`config.mk`:
```
export PLATFORM = sky130hd
export DESIGN_NAME = mod_updown_counter
export DESIGN_NICKNAME = d
export VERILOG_FILES = /design/src/rtl/counter_pkg.sv /design/src/rtl/counter_tick_gen.sv /design/src/rtl/mod_updown_counter.sv
export SDC_FILE = /design/constraint.sdc
export NUM_CORES = 1
export LEC_CHECK = 0
export ABC_AREA = 0
export ABC_CLOCK_PERIOD_IN_PS = 1300
export BUFFER_PORTS_ARGS = -buffer_cell sky130_fd_sc_hd__buf_2
export CORE_AREA = 2 2 39 41
export CTS_BUF_LIST = sky130_fd_sc_hd__clkbuf_4 sky130_fd_sc_hd__clkbuf_8
export DETAILED_ROUTE_END_ITERATION = 7
export DIE_AREA = 0 0 41 43
export SYNTH_ARGS = -nofsm -noshare
export SYNTH_HDL_FRONTEND = slang
export SYNTH_SLANG_ARGS = --single-unit
```
`constraint.sdc`:
```
create_clock -name clk -period 1.3 [get_ports clk]
set_input_delay 0.26 -clock clk [delete_from_list [all_inputs] [get_ports clk]]
set_output_delay 0.26 -clock clk [all_outputs]
set_load 0.02 [all_outputs]
```
`src/rtl/counter_pkg.sv`:
```
// counter_pkg: shared mode/direction constants and load clamp helper for the counters library
package counter_pkg;
  localparam int MODE_WRAP = 0;
  localparam int MODE_SAT = 1;
  localparam logic DIR_DOWN = 1'b0;
  localparam logic DIR_UP = 1'b1;
  function automatic logic [63:0] clamp_load(input logic [63:0] v, input logic [63:0] max_v);
    return (v > max_v) ? max_v : v;
  endfunction
endpackage

```
`src/rtl/counter_tick_gen.sv`:
```
// counter_tick_gen: divide-by-PRESCALE enable tick (used only when COUNTER_PRESCALE_EN is defined)
// Ports: clk, reset (async, active-high), enable (tick counter runs only while high),
//        clr (synchronous restart of the period), tick (high on every PRESCALE-th enabled cycle).
module counter_tick_gen #(
  parameter int PRESCALE = 4
) (
  input  logic clk,
  input  logic reset,
  input  logic enable,
  input  logic clr,
  output logic tick
);
  localparam int CW = $clog2(PRESCALE + 1);
  logic [CW-1:0] cnt;
  assign tick = enable && (cnt == CW'(PRESCALE - 1));
  always_ff @(posedge clk or posedge reset)
    if (reset) cnt <= '0;
    else if (clr) cnt <= '0;
    else if (enable) cnt <= tick ? '0 : cnt + CW'(1);
endmodule

```
`src/rtl/mod_updown_counter.sv`:
```
// mod_updown_counter: parametrised up/down modulo counter with load, wrap/saturate, tc pulse and sticky ovf
// Ports: clk, reset (async, active-high), enable, up_dn (1=up), load/load_val (clamped to MODULUS-1),
//        clear_ovf, count (registered), tc (one-cycle boundary pulse), ovf (sticky boundary flag).
// Optional: COUNTER_PRESCALE_EN adds parameter PRESCALE and advances only on prescaler ticks.
module mod_updown_counter
  import counter_pkg::*;
#(
  parameter int WIDTH = 4,
  parameter int MODULUS = 10,
  parameter int SATURATE = 0
`ifdef COUNTER_PRESCALE_EN
  , parameter int PRESCALE = 4
`endif
) (
  input  logic             clk,
  input  logic             reset,
  input  logic             enable,
  input  logic             up_dn,
  input  logic             load,
  input  logic [WIDTH-1:0] load_val,
  input  logic             clear_ovf,
  output logic [WIDTH-1:0] count,
  output logic             tc,
  output logic             ovf
);
  localparam logic [WIDTH-1:0] MAXV = WIDTH'(MODULUS - 1);
  localparam bit SAT = (SATURATE == MODE_SAT);
  logic tick, step, at_top, at_bot, bnd;
  logic [WIDTH-1:0] load_c, up_n, dn_n, count_n;
`ifdef COUNTER_PRESCALE_EN
  counter_tick_gen #(.PRESCALE(PRESCALE)) u_tick (
    .clk(clk),
    .reset(reset),
    .enable(enable),
    .clr(load),
    .tick(tick)
  );
`else
  assign tick = 1'b1;
`endif
  always_comb begin
    load_c = WIDTH'(clamp_load(64'(load_val), 64'(MAXV)));
    at_top = (count == MAXV);
    at_bot = (count == '0);
    step = enable && tick && !load;
    // boundary event: a step attempted past the end of the range in the current direction
    bnd = step && ((up_dn == DIR_UP) ? at_top : at_bot);
    up_n = at_top ? (SAT ? MAXV : '0) : count + WIDTH'(1);
    dn_n = at_bot ? (SAT ? '0 : MAXV) : count - WIDTH'(1);
    count_n = load ? load_c : step ? ((up_dn == DIR_UP) ? up_n : dn_n) : count;
  end
  always_ff @(posedge clk or posedge reset)
    if (reset) begin
      count <= '0;
      tc <= 1'b0;
      ovf <= 1'b0;
    end else begin
      count <= count_n;
      tc <= bnd;
      ovf <= bnd | (ovf & ~clear_ovf);
    end
endmodule
```
; ---- Word level (Yosys, flattened, before mapping)
; Cells that the tools add are included.
[word_totals]
out_inout_bits = 6
input_bits = 10
wordCells = 22
regBits = 6
[op_classes]
add_sub_neg = 2
bitwise = 3
reduce_logical = 5
order_cmp = 1
n_eq_ne = 1
n_mux = 7
[ops]
columns = op, count
row1 = 4-bit 2-to-1 mux, 6
row2 = "4-bit by 1-bit adder with 4-bit output, second input constant", 1
row3 = "4-bit equality test, second input constant", 1
row4 = "4-bit > comparator, second input constant", 1
row5 = 4-bit logical NOT, 1
row6 = "4-bit by 1-bit subtractor with 4-bit output, second input constant", 1
row7 = 1-bit logical AND, 2
row8 = 2-bit nonzero test, 1
row9 = 1-bit bitwise AND, 1
row10 = 1-bit logical NOT, 1
row11 = 1-bit 2-to-1 mux, 1
row12 = 1-bit NOT, 1
row13 = 1-bit bitwise OR, 1

; ---- Logic depth before layout (Yosys ltp)
[logic_depth]
ltp_word = 5
ltp_mapped = 4
ltp_nobuf = 3

; ---- Worst setup path after synthesis
; No wires, ideal clock.
[synth_path]
path_type = register to register
startpoint = register count[0]
endpoint = register count[3]
stages_incl_launch_ff = 5
path_buffers = 1
setup_slack_ps = -64
arrival_ps = 1222
required_time_ps = 1158
setup_ps = 142
path_cell_list = dfrtp_1 > buf_6 > and3_4 > a2111oi_0 > a2111oi_1
[synth_via]
elab_chain_cells = 5
elab_cells_between_ends = 9
classes_between = 2 x add/sub / 1 x eq/ne / 5 x mux / 1 x reduce/logical
[synth_rtl]
columns = item, line
row1 = "start, declared", mod_updown_counter.sv:22  ; output logic [WIDTH-1:0] count,
row2 = "start signal, assigned", mod_updown_counter.sv:58  ; count <= count_n;
row3 = "4-bit by 1-bit subtractor with 4-bit output, or another cell as far along", mod_updown_counter.sv:49  ; dn_n = at_bot ? (SAT ? '0 : MAXV) : count - WIDTH'(1);
row4 = "4-bit 2-to-1 mux, on equally long branches", "mod_updown_counter.sv:49, mod_updown_counter.sv:48"
row5 = 4-bit 2-to-1 mux (*) (3 in a row), mod_updown_counter.sv:50  ; count_n = load ? load_c : step ? ((up_dn == DIR_UP) ? up_n : dn_n) : count;
; Mark *: on every way between the ends. The rest lies on a longest branch, timed or not. The select of a mux whose other input is x is not followed.
; A chain may end at the register's enable or synchronous reset.

; ---- Final worst setup path
[layout_path]
startpoint = register count[1]
endpoint = register count[3]
; The elaborated chain is that of the path after synthesis.

==> flow_summary.toml <==
[synthesis]
ys_seq_elements = 6
yosys_most_used_dff = "dfrtp_1"
count_of_mapped_cells_out_of_synthesis = 44
count_of_unique_library_cells_instantiated_by_yosys = 25
count_of_flip_flops_with_a_built_in_enable_after_synthesis = 0
netlist_top_cells_count = "dfrtp_1 (6), inv_1 (4), nor2_1 (3), nor3_1 (3), o21ai_0 (3)"
synth.avg_cell_area_um2 = 9.441
post_synth_instance_area_um2 = 415.4
synth_nets = 54
yosysSeqAreaShare_pct = 36.14
synth_largest_area_cell = "dfrtp_1"
post-synth-top-count-cell = "dfrtp_1"
ffs_w_async_s_r_synth_pct = 100.0
synthesis.yosys.warnings = 0
synth_area_leaders = "dfrtp_1 (36%), buf_6 (5.4%), o211a_1 (4.8%), xnor2_1 (4.2%), nor3_1 (3.6%)"
netlist.area_leader.share_pct = 36.14

[hold_path]
worst_hold_path_type = "in2reg"

[power_and_ir_drop]
clkPwrFrac_pct = 30.4
p_leak_uw = 0.0003298
worst_voltage_drop_across_the_vdd_grid_mv = 0.5341
pwr-share-comb_pct = 34.4
power_per_cell_area_nw_per_um2 = 1132
total_switching_power_uw = 247.1
netSwitchingFraction_pct = 34.48
internal-power_uw = 469.5
share_seq_of_total_power_pct = 35.1

[sta]
finalMaxSlewViolations = 0
timing.fmax_ghz = 0.7540
final.setup.worst_slack_ps = -26.18
worst_slew_margin_rel_pct = 73.49
finalSetupViolations = 1
worst_pin_slew_ps = 396.8
period_minus_slack_ps = 1326
rsz0062_at_grt = "true"
timing.final.crit_share_pct = 102.0
hold_violations = 0
fin_worst_skew_ps = 6.040

[global_routing]
grt_pass1_wl_um = 1897
antenna_violations_before_repair = 0
gr-total-overflow = 0
via_count_of_the_first_global_routing_pass = 399
grt_start_max_net_pins = 12
grt_total_usage_pct = 16.70

[floorplan]
row_count = 14
start_util_pct = 30.02
die_width_um = 41
die_h_um = 43
io-pin-count = 16
dieArea_um2 = 1763
design.core.area_um2 = 1384

[cells_and_area]
final_layout_size_suffix_gt1_share_pct = 57.35
antenna_cells = 0
total_of_fill_cells_in_the_finished_design = 141
area_growth_pct = 52.41
num-nets-final = 79
postLayoutCoreUtil_pct = 45.75

[clock_tree]
cts.sink_count = 6
cts_made_buffers = 3
cts-root-to-sink-buffers = 2
tritoncts = "yes"
cts-htree-levels = 1
clockRootBuffer = "clkbuf_4"
cts.clk_slew.worst_paths_ps = 50
clk-insertion-delay-late_ps = 250

[detailed_routing]
wirelength_met1_um = 495
detailroute.wirelength.met2_um = 622
first_pass_iters = 4
drt-wirelength-per-cell_um = 14.50
ant_nets = 0
number_of_vias_in_the_routed_layout = 447
drt_iter0_drc = 10
topmost_layer_with_routed_signal_wires = "met4"
drcViolationCount = 0
route.final.wire_length_um = 1218
met3WireLength_um = 76
vias_per_cell = 5.321

[worst_setup_path]
kind_of_launch_point_of_the_worst_setup_path = "flop"
critical_path_peak_fanout = 7
critical_setup_path_class = "reg2reg"
cp_data_required_time_ps = 1420
cp_data_arrival_time_ps = 1450
cp-end-kind = "flop"

[run]
cap_viol_max_count = 0

[place]
globalplace.congestion = 0.8117
place_ws_ps = -2.531
port_buffer_count = 15

[run_status]
run_status = "finished with violations"
failed_checks = "negative setup slack"
power groups by stage:
stage               Clock (µW)  Sequential [µW]  Combinational [µW]
finish                     218              252                 247
global route               252              256                 264
CTS                        226              246                 214
detailed placement           0              252                 178
global placement             0              250                 177
floorplan                    0              264                97.3
metrics by stage:
| step | setup TNS [ps] | instances | hold slack (ps) | instance area [µm²] | power [µW] |
|---|---|---|---|---|---|
| floorplan | -32.30 | 44 | 50.89 | 417.9 | 361.5 |
| global placement | 0 | 75 | 180.4 | 508.0 | 426.8 |
| detailed placement | -2.531 | 75 | 190.0 | 508.0 | 430.2 |
| CTS | -1.977 | 83 | 252.7 | 591.8 | 686.5 |
| global route | -94.79 | 84 | 273.7 | 633.1 | 771.0 |
| finish | -26.18 | 84 | 253.5 | 633.1 | 716.7 |
cell usage in the layout, fill, tap and decap left out, types with 2 or more instances in the layout:
| cell | netlist | final |
|---|---|---|
| buf_2 | 1 | 15 |
| buf_4 | 0 | 6 |
| inv_1 | 4 | 4 |
| clkbuf_4 | 0 | 4 |
| nor2_1 | 3 | 3 |
| dfrtp_2 | 0 | 3 |
| dfrtp_1 | 6 | 3 |
| nor3_1 | 3 | 2 |
| a2111oi_2 | 0 | 2 |
| and3_2 | 2 | 2 |
| o211a_1 | 2 | 2 |
| o21ai_0 | 3 | 2 |
| nand3_1 | 2 | 2 |
layout make-up:
cell class	count	area, µm²	share of cell area (%)
clock buffer	4	30.03	4.743
inverter	4	15.01	2.372
multi-input combinational	31	272.8	43.08
sequential	6	153.9	24.31
tap	16	20.02	3.162
timing repair buffer	23	141.4	22.33
cell families after synthesis:
family / share of synthesized area (%)
AOI/OAI and AO/OA: 27.11
buffers and inverters: 10.24
and+or+nand+nor: 20.18
DFF: 36.14
xor gates and xnor gates: 6.326
timing repair:
item / in CTS / in global routing
gates resized for setup: 7 / 7
hold endpoints to repair: 6 / 0
pin swaps: 1 / 4
buffers inserted: 3 / 1
hold buffers: 1 / 0
setup endpoints to repair: 1 / 7
worst max-delay path: stages, from the launching register on:
cell and delay [ps]:
dfrtp_2 470, and3_4 210, a2111oi_2 450, a2111oi_2 60
flip-flops by register name, indices dropped and copies added (netlist names):
| signal | count |
|---|---|
| ovf | 1 |
| count | 4 |
| tc | 1 |
per-layer routing:
metal,vias to the layer above,GRT usage [%]
li1,214,-
met1,212,19.74
met2,17,24.06
met3,4,7.853
met4,0,8.667
met5,-,0
worst paths after layout:
check                                startpoint              endpoint  slack [ps]  cells after the start
min                                 load_val[0]  count[0]$_DFFE_PP0P_         250                      3
max reg2reg                count[1]$_DFFE_PP0P_  count[3]$_DFFE_PP0P_         -30                      3
min in group asynchronous                 reset  count[3]$_DFFE_PP0P_         460                      3
max                        count[1]$_DFFE_PP0P_  count[3]$_DFFE_PP0P_         -30                      3
min reg2reg                       ovf$_DFF_PP0_         ovf$_DFF_PP0_         490                      1
max in group asynchronous                 reset  count[2]$_DFFE_PP0P_         610                      3
No activity file was read; power rests on OpenSTA's default activity.
